===== src/rtl/instr_prefetch_queue.sv =====
// Prefetch stage: issues IM reads ahead of the core and buffers PC-tagged words in a small FIFO.
// A redirect flushes queued and in-flight words, then fetch restarts at redirect_pc.
module instr_prefetch_queue #(
  parameter int DataSize = 32,
  parameter int MemSize  = 10,
  parameter int Depth    = 4
) (
  input  logic                    clk,
  input  logic                    reset,
  output logic                    IM_enable,
  output logic                    IM_read,
  output logic                    IM_write,
  output logic [MemSize-1:0]      IM_address,
  input  logic [DataSize-1:0]     IM_out,
  output logic [DataSize-1:0]     instruction,
  output logic [MemSize-1:0]      instr_pc,
  output logic                    instr_valid,
  input  logic                    instr_ready,
  input  logic                    redirect,
  input  logic [MemSize-1:0]      redirect_pc,
  output logic [$clog2(Depth):0]  count
);

  localparam int PW = $clog2(Depth);
  localparam int CW = PW + 1;
  localparam int OW = CW + 1;
  localparam logic [CW-1:0] LP_FULL    = CW'(Depth);
  localparam logic [OW-1:0] LP_OCC_LIM = OW'(Depth);

  typedef enum logic [1:0] {
    ST_IDLE  = 2'd0,
    ST_RUN   = 2'd1,
    ST_FLUSH = 2'd2
  } state_t;

  state_t              r_state;
  logic [MemSize-1:0]  r_fetch_pc;
  logic [MemSize-1:0]  r_pend_pc;
  logic                r_inflight;
  logic [CW-1:0]       r_count;
  logic [PW-1:0]       r_wr_ptr;
  logic [PW-1:0]       r_rd_ptr;
  logic [DataSize-1:0] r_mem_dat [Depth];
  logic [MemSize-1:0]  r_mem_pc  [Depth];

  logic                w_issue;
  logic                w_push;
  logic                w_pop;
  logic                w_valid;
  logic [OW-1:0]       w_occ;

  // Occupancy includes the word still in flight so a full FIFO can never be overrun.
  assign w_occ   = {1'b0, r_count} + {{CW{1'b0}}, r_inflight};
  assign w_valid = (r_count != '0);
  assign w_issue = (r_state == ST_RUN) && !redirect && (w_occ < LP_OCC_LIM);
  assign w_push  = r_inflight && (r_state != ST_FLUSH) && !redirect;
  assign w_pop   = w_valid && instr_ready && !redirect;

  always_ff @(posedge clk or negedge reset) begin
    if (!reset) begin
      r_state <= ST_IDLE;
    end else begin
      case (r_state)
        ST_IDLE:  r_state <= ST_RUN;
        ST_RUN:   if (redirect) r_state <= ST_FLUSH;
        ST_FLUSH: if (!redirect) r_state <= ST_RUN;
        default:  r_state <= ST_IDLE;
      endcase
    end
  end

  always_ff @(posedge clk or negedge reset) begin
    if (!reset) begin
      r_fetch_pc <= '0;
      r_pend_pc  <= '0;
      r_inflight <= 1'b0;
    end else begin
      r_inflight <= w_issue;
      if (redirect) begin
        r_fetch_pc <= redirect_pc;
      end else if (w_issue) begin
        r_fetch_pc <= r_fetch_pc + MemSize'(1);
        r_pend_pc  <= r_fetch_pc;
      end
    end
  end

  always_ff @(posedge clk or negedge reset) begin
    if (!reset) begin
      r_count  <= '0;
      r_wr_ptr <= '0;
      r_rd_ptr <= '0;
    end else if (redirect) begin
      r_count  <= '0;
      r_wr_ptr <= '0;
      r_rd_ptr <= '0;
    end else begin
      if (w_push) r_wr_ptr <= r_wr_ptr + PW'(1);
      if (w_pop)  r_rd_ptr <= r_rd_ptr + PW'(1);
      if (w_push && !w_pop) begin
        r_count <= r_count + CW'(1);
      end else if (!w_push && w_pop) begin
        r_count <= r_count - CW'(1);
      end
    end
  end

  always_ff @(posedge clk or negedge reset) begin
    if (!reset) begin
      for (int i = 0; i < Depth; i++) begin
        r_mem_dat[i] <= '0;
        r_mem_pc[i]  <= '0;
      end
    end else if (w_push) begin
      r_mem_dat[r_wr_ptr] <= IM_out;
      r_mem_pc[r_wr_ptr]  <= r_pend_pc;
    end
  end

  assign IM_read     = w_issue;
  assign IM_enable   = w_issue;
  assign IM_write    = 1'b0;
  assign IM_address  = r_fetch_pc;
  assign instruction = r_mem_dat[r_rd_ptr];
  assign instr_pc    = r_mem_pc[r_rd_ptr];
  assign instr_valid = w_valid;
  assign count       = r_count;

  always @(posedge clk) begin
    if (reset) begin
      assert (!(w_push && !w_pop && (r_count == LP_FULL)));
      assert (!(w_pop && (r_count == '0)));
    end
  end

endmodule

===== config.mk =====
export PLATFORM = sky130hd
export DESIGN_NAME = instr_prefetch_queue
export DESIGN_NICKNAME = d
export VERILOG_FILES = /design/src/rtl/instr_prefetch_queue.sv
export SDC_FILE = /design/constraint.sdc
export NUM_CORES = 1
export LEC_CHECK = 0
export CORE_MARGIN = 2
export CORE_UTILIZATION = 58
export DETAILED_ROUTE_END_ITERATION = 10
export PLACE_DENSITY = 0.8
export RECOVER_POWER = 50
export SLEW_MARGIN = 20
export SYNTH_ARGS = -nofsm -noshare
export SYNTH_HDL_FRONTEND = slang
export SYNTH_SLANG_ARGS = --single-unit
export TNS_END_PERCENT = 50

===== constraint.sdc =====
create_clock -name clk -period 5.1 [get_ports clk]
set_clock_uncertainty 0.1 [all_clocks]
set_input_delay 0.51 -clock clk [delete_from_list [all_inputs] [get_ports clk]]
set_output_delay 0.51 -clock clk [all_outputs]
set_load 0.005 [all_outputs]

==> results.cfg, run 1 <==
[route]
dr.pass1.iters = 4
vias = 5150
wl_met2_um = 9150
drcViolationCount = 0
drt-initial-drc-count = 302
highest_layer = met4
drt-met1-wl_um = 7580
viasPerCell = 5.95
drt.antenna.violating_nets = 0
wl_met3_um = 631
wirelength_um = 17600
wire_per_inst_um = 20.3

[pwr]
leakage_uw = 0.00485
powerDensity_nw_per_um2 = 534
peakVddDrop_uv = 316

[clocking]
clk_latency_ns = 0.43
clock-root-buffer = clkbuf_16
tritoncts = yes
clock_sinks = 198
htree_levels = 4
ctsResizeCount = 0
clkSlewWorstSetupHoldPaths_ns = 0.07
cts_hold_buf = 0
clk_path_buf_depth = 2
numCtsBuffers = 17
post_cts_buffers = 0

[timing]
maxSlewViolCount = 118
rsz0062_at_grt = no
tns_ns = 0
fmaxAchievable_ghz = 0.244
maxSlewHeadroom_pct = -87.0
hold_viol_final = 0
max_slew.worst_pin.slew_ns = 2.81
post-route-period-util_pct = 80.4
period_minus_slack_ns = 4.10
setup_viol = 0

[floorplan]
die_w_um = 128
die_h_um = 128
fp.dieArea_um2 = 16400
num_rows = 45
start_util_pct = 59.0
core_um2 = 15100
io_pins = 105

[run]
drv_cap = 1

[logic_synthesis]
synth.distinct_cells = 44
async_flop_share_pct = 100
syn_avg_cell_area_um2 = 15.5
ys_top_cells_by_count = dfrtp_1 (198), mux2_2 (156), mux4_2 (42)
ys_seq_elements = 198
postSynthCellCount = 574
synth-edff-count = 0
synth_area_um2 = 8900
syn-num-nets = 626
yosysMostFrequentCell = dfrtp_1
ys_warn_count = 0
synth_area_leaders = dfrtp_1 (56%), mux2_2 (20%), mux4_2 (11%)
synth_flop_cell = dfrtp_1
yosysSeqAreaShare_pct = 55.7
yosys.area.top_type = dfrtp_1
synth_top_area_share_pct = 55.7

[status]
violations = max-capacitance violations, max-slew violations
status = complete, but fails checks

[final_layout]
fillCellCount = 1003
syn_to_final_growth_pct = 18.1
multiInputGateArea_um2 = 3620
final_cells = 865
antenna_cells = 0
layout-drive-gt1-share_pct = 36.5
regArea_um2 = 4960
num-nets-final = 716

[placement]
gp_congestion = 0.801
place_inst = 833
portBuffers = 103
hpwl_um = 10800

[worst_setup_path]
end_kind = output port
critical-path-max-stage-delay_ns = 1.05
r2r_slack_ns = 2.44
crit_buf_inv = 3
critical_path_arrival_ns = 3.49
crit_path_max_fanout = 29
worst-setup-path-type = input port to output port
cp.required_ns = 4.49
critical_path.startpoint_type = input port
critPathTopFamily = buffers and inverters
path_cells = dlygate4sd3_1, or4_1, inv_1, clkdlybuf4s50_1
cp_slowest_cell = or4_1

[global_route]
grt.overflow.total = 0
grt_pass1_wl_um = 29400
grt_pass1_vias = 5673
grt_max_degree = 118
antenna_found_initial = 0
grt_usage_pct = 23.3

[min_path]
hp-class = register to register
cells by family (layout without fill, tap and decap cells):
group,count (synthesis),in the layout,share of synthesized area [%]
mux,212,212,32.1
compound gates,32,32,2.73
xor+xnor,4,4,0.394
buf+inv,44,147,3.60
simple gates,77,77,4.51
fa+ha+maj,6,6,0.928
other cells,1,1,0.0421
flops,198,198,55.7
layout make-up:
cell class,count,area share [%]
sequential,198,47.2
tap,188,2.24
multi-input combinational,332,34.5
clock inverter,11,1.40
inverter,9,0.321
timing repair buffer,106,9.93
clock buffer,21,4.48
metal layers:
layer | GRT usage (%) | vias up
li1 | - | 2289
met1 | 31.6 | 2741
met2 | 38.7 | 105
met3 | 4.55 | 15
met4 | 7.11 | 0
met5 | 0 | -
registers in the layout (all words and copies together) (netlist names):
signal / cells
IM_address: 10
r_pend_pc: 10
r_wr_ptr: 2
r_state: 2
r_inflight: 1
r_mem_dat: 128
r_rd_ptr: 2
r_mem_pc: 40
count: 3
power breakdown:
| part | switching, uW | total, uW | internal (uW) |
|---|---|---|---|
| clock | 574 | 1390 | 811 |
| combinational | 575 | 1800 | 1230 |
| sequential | 406 | 2430 | 2020 |
path summary, 6_finish.rpt:
check                                         start                    endpoint  depth (start not counted)
setup / recovery                           redirect                     IM_read                          4
hold / removal             r_mem_pc[32]$_DFFE_PN0P_    r_mem_pc[32]$_DFFE_PN0P_                          1
setup reg to reg               count[0]$_DFFE_PN0P_   IM_address[6]$_DFFE_PN0P_                          5
hold reg to reg            r_mem_pc[32]$_DFFE_PN0P_    r_mem_pc[32]$_DFFE_PN0P_                          1
min in group asynchronous                     reset   r_mem_dat[81]$_DFFE_PN0P_                          1
max in group asynchronous                     reset  r_mem_dat[124]$_DFFE_PN0P_                          2
stage by stage:
stage               hold WS [ns]  cell area (um^2)  util (%)  total power [uW]  worst slack [ns]
finish                     0.389             10500      69.7              5620              1.00
global route               0.408             10500      69.7              5940             0.851
CTS                        0.144             10500      69.8              5700              1.30
detailed placement         0.380              9910      65.7              4300              1.32
global placement           0.368              9910      65.7              4180              1.39
floorplan                  0.114              8900         -              3390              3.04
placed cells by master, fill, tap and decap left out, types with 4 or more instances in the layout:
cell / count
dfrtp_1: 196
mux2_2: 156
clkdlybuf4s50_1: 87
mux4_2: 42
nand2_1: 39
clkbuf_16: 17
dlygate4sd3_1: 15
mux2_1: 14
o21ai_0: 11
nor2_1: 10
inv_1: 9
a221o_1: 6
nor4_1: 5
ha_1: 5
nand2_4: 4
nand3_1: 4
clkinvlp_4: 4
(Power assumes the default switching activity.)
==> run 2: changes to the inputs <==
--- a/config.mk
+++ b/config.mk
@@ -6,9 +6,9 @@
 export NUM_CORES = 1
 export LEC_CHECK = 0
 export CORE_MARGIN = 2
-export CORE_UTILIZATION = 58
+export CORE_UTILIZATION = 56
 export DETAILED_ROUTE_END_ITERATION = 10
-export PLACE_DENSITY = 0.8
+export PLACE_DENSITY = 0.78
 export RECOVER_POWER = 50
 export SLEW_MARGIN = 20
 export SYNTH_ARGS = -nofsm -noshare
==> constraint.sdc (replaced) <==
create_clock -name clk -period 4 [get_ports clk]
set_clock_uncertainty 0.1 [all_clocks]
set_input_delay 0.4 -clock clk [delete_from_list [all_inputs] [get_ports clk]]
set_output_delay 0.4 -clock clk [all_outputs]
set_load 0.005 [all_outputs]
==> run 2 against run 1 <==
  * The run still ends with max-capacitance violations, max-slew violations left
  * Final area increased by 1.0%
  * Utilization fell by 2.1 points
  * Via count decreased by 0.49%
  * Critical endpoint unchanged
  * Critical path type is now register to output port
==> results.cfg, run 2 (synthesized netlist as in run 1, its figures left out) <==
[pwr]
p_clk_share_pct = 25.4
powerDensity_nw_per_um2 = 683
p_sw_share_pct = 26.7
comb_power_share_pct = 32.8
leakage_uw = 0.00490
peakVddDrop_uv = 348
p_switching_uw = 1940
seqPwrFrac_pct = 41.8
power.internal_uw = 5310

[floorplan]
start_util_pct = 56.6
core_um2 = 15700
die_w_um = 130
die_h_um = 130
fp.dieArea_um2 = 16900
io_pins = 105
num_rows = 46

[run]
drv_cap = 1

[global_route]
grt_max_degree = 92
grt.overflow.total = 0
grt_usage_pct = 21.9
grt_pass1_wl_um = 28200
grt_pass1_vias = 5532
antenna_found_initial = 0

[timing]
period_minus_slack_ns = 3.17
rsz0062_at_grt = no
hold_viol_final = 0
maxSlewHeadroom_pct = -50.1
max_slew.worst_pin.slew_ns = 2.25
setup_viol = 0
post-route-period-util_pct = 79.4
tns_ns = 0
fmaxAchievable_ghz = 0.315
maxSlewViolCount = 91

[clocking]
htree_levels = 4
tritoncts = yes
numCtsBuffers = 17
clk_latency_ns = 0.43
clkSlewWorstSetupHoldPaths_ns = 0.06
ctsResizeCount = 0
clk_path_buf_depth = 2
clock_sinks = 198
clock-root-buffer = clkbuf_16

[route]
drcViolationCount = 0
viasPerCell = 5.71
dr.pass1.iters = 4
drt-initial-drc-count = 236
wirelength_um = 17300
wire_per_inst_um = 19.3
vias = 5125
drt.antenna.violating_nets = 0

[worst_setup_path]
worst-setup-path-type = register to output port
crit_path_max_fanout = 29
r2r_slack_ns = 1.68
critical_path.startpoint_type = register
cp.required_ns = 3.50
end_kind = output port
critical_path_arrival_ns = 2.67

[final_layout]
layout_commonest_cell = dfrtp_1
antenna_cells = 0
layout-drive-gt1-share_pct = 36.1
regMostFlops = r_mem_dat
num-nets-final = 720
layout_common_cells = dfrtp_1 (196), mux2_2 (156), clkdlybuf4s50_1 (89)
syn_to_final_growth_pct = 19.3
largestRegisters = r_mem_dat (128), r_mem_pc (40)
final_cells = 897
largest_reg_flops = 128

[placement]
hpwl_um = 10700
gp_congestion = 0.763
place_inst = 864
portBuffers = 103

[status]
status = complete, but fails checks
violations = max-capacitance violations, max-slew violations

[min_path]
hp-class = register to register
[run 2: changes by cell type in the layout (fill, tap and decap cells not counted), moves of 2 or more]
cell             before  now
clkdlybuf4s50_1      87   89
clkbuf_1              1    4
bufinv_16             3    5
clkbuf_2              3    1
buf_12                0    2
clkinvlp_4            4    0
buf_4                 1    3
clkinv_2              2    5
[run 2: what timing repair did]
item,CTS,global route
setup buffers,0,0
hold buffers,1,0
hold endpoints to repair,89,0
[run 2: critical path: stages (launching register included)]
cell and delay [ns]:
dfrtp_1 0.44, and3_1 0.23, or4_4 0.59, inv_1 0.39
clkdlybuf4s50_1 0.59
[run 2: area by class of cell]
class,count,area (um^2)
sequential,198,4960
inverter,9,33.8
timing repair buffer,110,1100
clock buffer,22,464
tap,216,270
fill,1047,5090
clock inverter,10,175
multi-input combinational,332,3620
[run 2: path summary, 6_finish.rpt]
path / startpoint / to / cells after the start
worst max-delay path: r_inflight$_DFF_PN0_ / IM_read / 4
worst min register to register: r_mem_pc[32]$_DFFE_PN0P_ / r_mem_pc[32]$_DFFE_PN0P_ / 1
min in group asynchronous: reset / r_mem_dat[51]$_DFFE_PN0P_ / 2
max in group asynchronous: reset / r_rd_ptr[0]$_DFFE_PN0P_ / 2
worst max register to register: r_state[0]$_DFFE_PN0P_ / r_mem_pc[31]$_DFFE_PN0P_ / 4
worst min-delay path: r_mem_pc[32]$_DFFE_PN0P_ / r_mem_pc[32]$_DFFE_PN0P_ / 1
[run 2: through the flow]
stage	total power (uW)	cell area (um^2)	hold WS [ns]	util, %	setup slack [ns]
detailed placement	5480	9990	0.380	63.6	1.00
floorplan	4320	8900	0.00441	-	2.06
global placement	5370	9990	0.368	63.6	1.02
finish	7250	10600	0.392	67.6	0.826
CTS	7350	10600	0.399	67.7	0.821
global route	7660	10600	0.411	67.6	0.561
[run 2: per-layer routing]
metal / vias up / GRT usage, % / share of wire (%)
met4: 0 / 7.78 / 1.8
met5: - / 0 / 0
met1: 2683 / 28.7 / 43
li1: 2294 / - / -
met3: 24 / 5.04 / 4.7
met2: 124 / 36.2 / 51
[run 2: power groups by stage]
stage | sequential [uW] | clock, uW | combinational [uW]
floorplan | 2850 | 0 | 1470
global placement | 3000 | 0 | 2370
detailed placement | 3070 | 0 | 2410
CTS | 3040 | 1880 | 2430
global route | 3120 | 1970 | 2570
finish | 3030 | 1840 | 2380
==> run 3: changes to the inputs <==
==> constraint.sdc (replaced) <==
create_clock -name clk -period 3.15 [get_ports clk]
set_clock_uncertainty 0.1 [all_clocks]
set_input_delay 0.315 -clock clk [delete_from_list [all_inputs] [get_ports clk]]
set_output_delay 0.315 -clock clk [all_outputs]
set_load 0.005 [all_outputs]
==> run 3 against run 2 <==
  * Clock-buffer cell count down 4
  * Combinational power is 30% higher
  * Clock power is 33% higher
  * Sequential power grew 26%
  * Largest power group unchanged
  * Global-route usage is 0.53 points higher
  * Critical path depth down 1
  * Sequential cell count unchanged
  * The flow now finishes without violations
==> results.cfg, run 3 (synthesized netlist as in run 1, its figures left out) <==
[timing]
whs_ns = 0.395
hold_viol_final = 0
period_minus_slack_ns = 2.85
maxSlewHeadroom_pct = 2.96
maxSlewViolCount = 0
rsz0062_at_grt = no
fmaxAchievable_ghz = 0.350
tns_ns = 0
post-route-period-util_pct = 90.6
max_slew.worst_pin.slew_ns = 1.46
setup_viol = 0

[final_layout]
regMostFlops = r_mem_dat
finalInstanceArea_um2 = 10800
largest_reg_flops = 128
layout-drive-gt1-share_pct = 37.6
syn_to_final_growth_pct = 21.2
num-nets-final = 732
layout_commonest_cell = dfrtp_1
antenna_cells = 0
final_util_pct = 68.7
layout_common_cells = dfrtp_1 (196), mux2_2 (156), clkdlybuf4s50_1 (94)
fillCellCount = 1062
largestRegisters = r_mem_dat (128), r_mem_pc (40)

[clocking]
clock-root-buffer = clkbuf_16
htree_levels = 4
tritoncts = yes
numCtsBuffers = 17
ctsResizeCount = 0
clock_sinks = 198
clk_latency_ns = 0.43
clk_path_buf_depth = 2
clkSlewWorstSetupHoldPaths_ns = 0.07

[route]
drt.antenna.violating_nets = 0
wirelength_um = 17500
viasPerCell = 5.76
drt-initial-drc-count = 302
drcViolationCount = 0
wire_per_inst_um = 19.3
dr.pass1.iters = 4
vias = 5232

[placement]
hpwl_um = 11500
portBuffers = 103
gp_congestion = 0.805
placed_cell_area_um2 = 10100

[worst_setup_path]
crit_path_max_fanout = 16
worst-setup-path-type = register to output port
critical_path_arrival_ns = 2.44
critical-path-max-stage-delay_ns = 0.63
cp_slowest_cell = dfrtp_4
path_cells = buf_4, mux4_2, clkdlybuf4s50_1
end_kind = output port
cp-startpoint = r_rd_ptr[0]$_DFFE_PN0P_
r2r-start = count[0]$_DFFE_PN0P_
cp.required_ns = 2.73
critical_path.startpoint_type = register

[min_path]
hp-class = register to register
min-delay-start = r_mem_pc[32]$_DFFE_PN0P_

[global_route]
grt_max_degree = 109
antenna_found_initial = 1
grt.overflow.total = 0
grt_pass1_vias = 5542
grt_pass1_wl_um = 28700
grt_usage_pct = 22.4

[floorplan]
io_pins = 105
die_w_um = 130
fp.dieArea_um2 = 16900
num_rows = 46
core_um2 = 15700
start_util_pct = 56.6
die_h_um = 130

[pwr]
powerDensity_nw_per_um2 = 867
power.internal_uw = 6840
p_switching_uw = 2520
leakage_uw = 0.00497
peakVddDrop_uv = 485
comb_power_share_pct = 33.1
p_sw_share_pct = 27.0
p_clk_share_pct = 26.1
seqPwrFrac_pct = 40.9

[status]
status = finished, final reports clean

[run]
drv_cap = 0
-- run 3: critical path, delay by kind of cell (launching register included) --
| family | cells | cell delay [ns] |
|---|---|---|
| muxes | 1 | 0.54 |
| DFF | 1 | 0.63 |
| buffers and inverters | 2 | 0.82 |
-- run 3: what timing repair did --
action | 4_1_cts | 5_1_grt
hold buffers | 1 | 0
setup buffers | 0 | 0
endpoints found under the hold margin | 106 | 0
-- run 3: final timing paths --
| path | end | slack, ns | depth (start not counted) |
|---|---|---|---|
| max | instruction[0] | 0.30 | 3 |
| min | r_mem_pc[32]$_DFFE_PN0P_ | 0.39 | 1 |
| max reg2reg | IM_address[8]$_DFFE_PN0P_ | 0.66 | 5 |
| min reg2reg | r_mem_pc[32]$_DFFE_PN0P_ | 0.39 | 1 |
| max in group asynchronous | r_rd_ptr[0]$_DFFE_PN0P_ | 0.71 | 3 |
| min in group asynchronous | r_mem_dat[76]$_DFFE_PN0P_ | 0.68 | 2 |
-- run 3: metal layers --
layer	track usage (%)	up-vias	wire, um	part of all wire [%]
met5	0	-	0	0
met4	7.72	0	273	1.6
met3	4.72	24	792	4.5
met2	36.7	112	8690	50
met1	30.1	2773	7750	44
li1	-	2323	-	-
-- run 3: stage by stage --
step	setup WS [ns]	power [uW]	instances
floorplan	1.28	5490	574
global placement	0.643	6860	876
detailed placement	0.618	7020	876
CTS	0.221	9470	908
global route	0.170	9860	908
finish	0.296	9360	908
-- run 3: final cells by class --
class	instances	area [um^2]	area share (%)
flip-flops and latches	198	4960	46.0
multi-input cells	332	3620	33.5
repair buffers	122	1240	11.5
clock buffers	18	439	4.07
well taps	216	270	2.50
clock inverters	13	226	2.10
inverters	9	33.8	0.313
-- run 3: power groups by stage --
stage               logic (uW)  registers, uW  clock network, uW
floorplan                 1870           3620                  0
global placement          3060           3800                  0
detailed placement        3150           3870                  0
CTS                       3170           3830               2470
global route              3350           3940               2580
finish                    3090           3830               2440
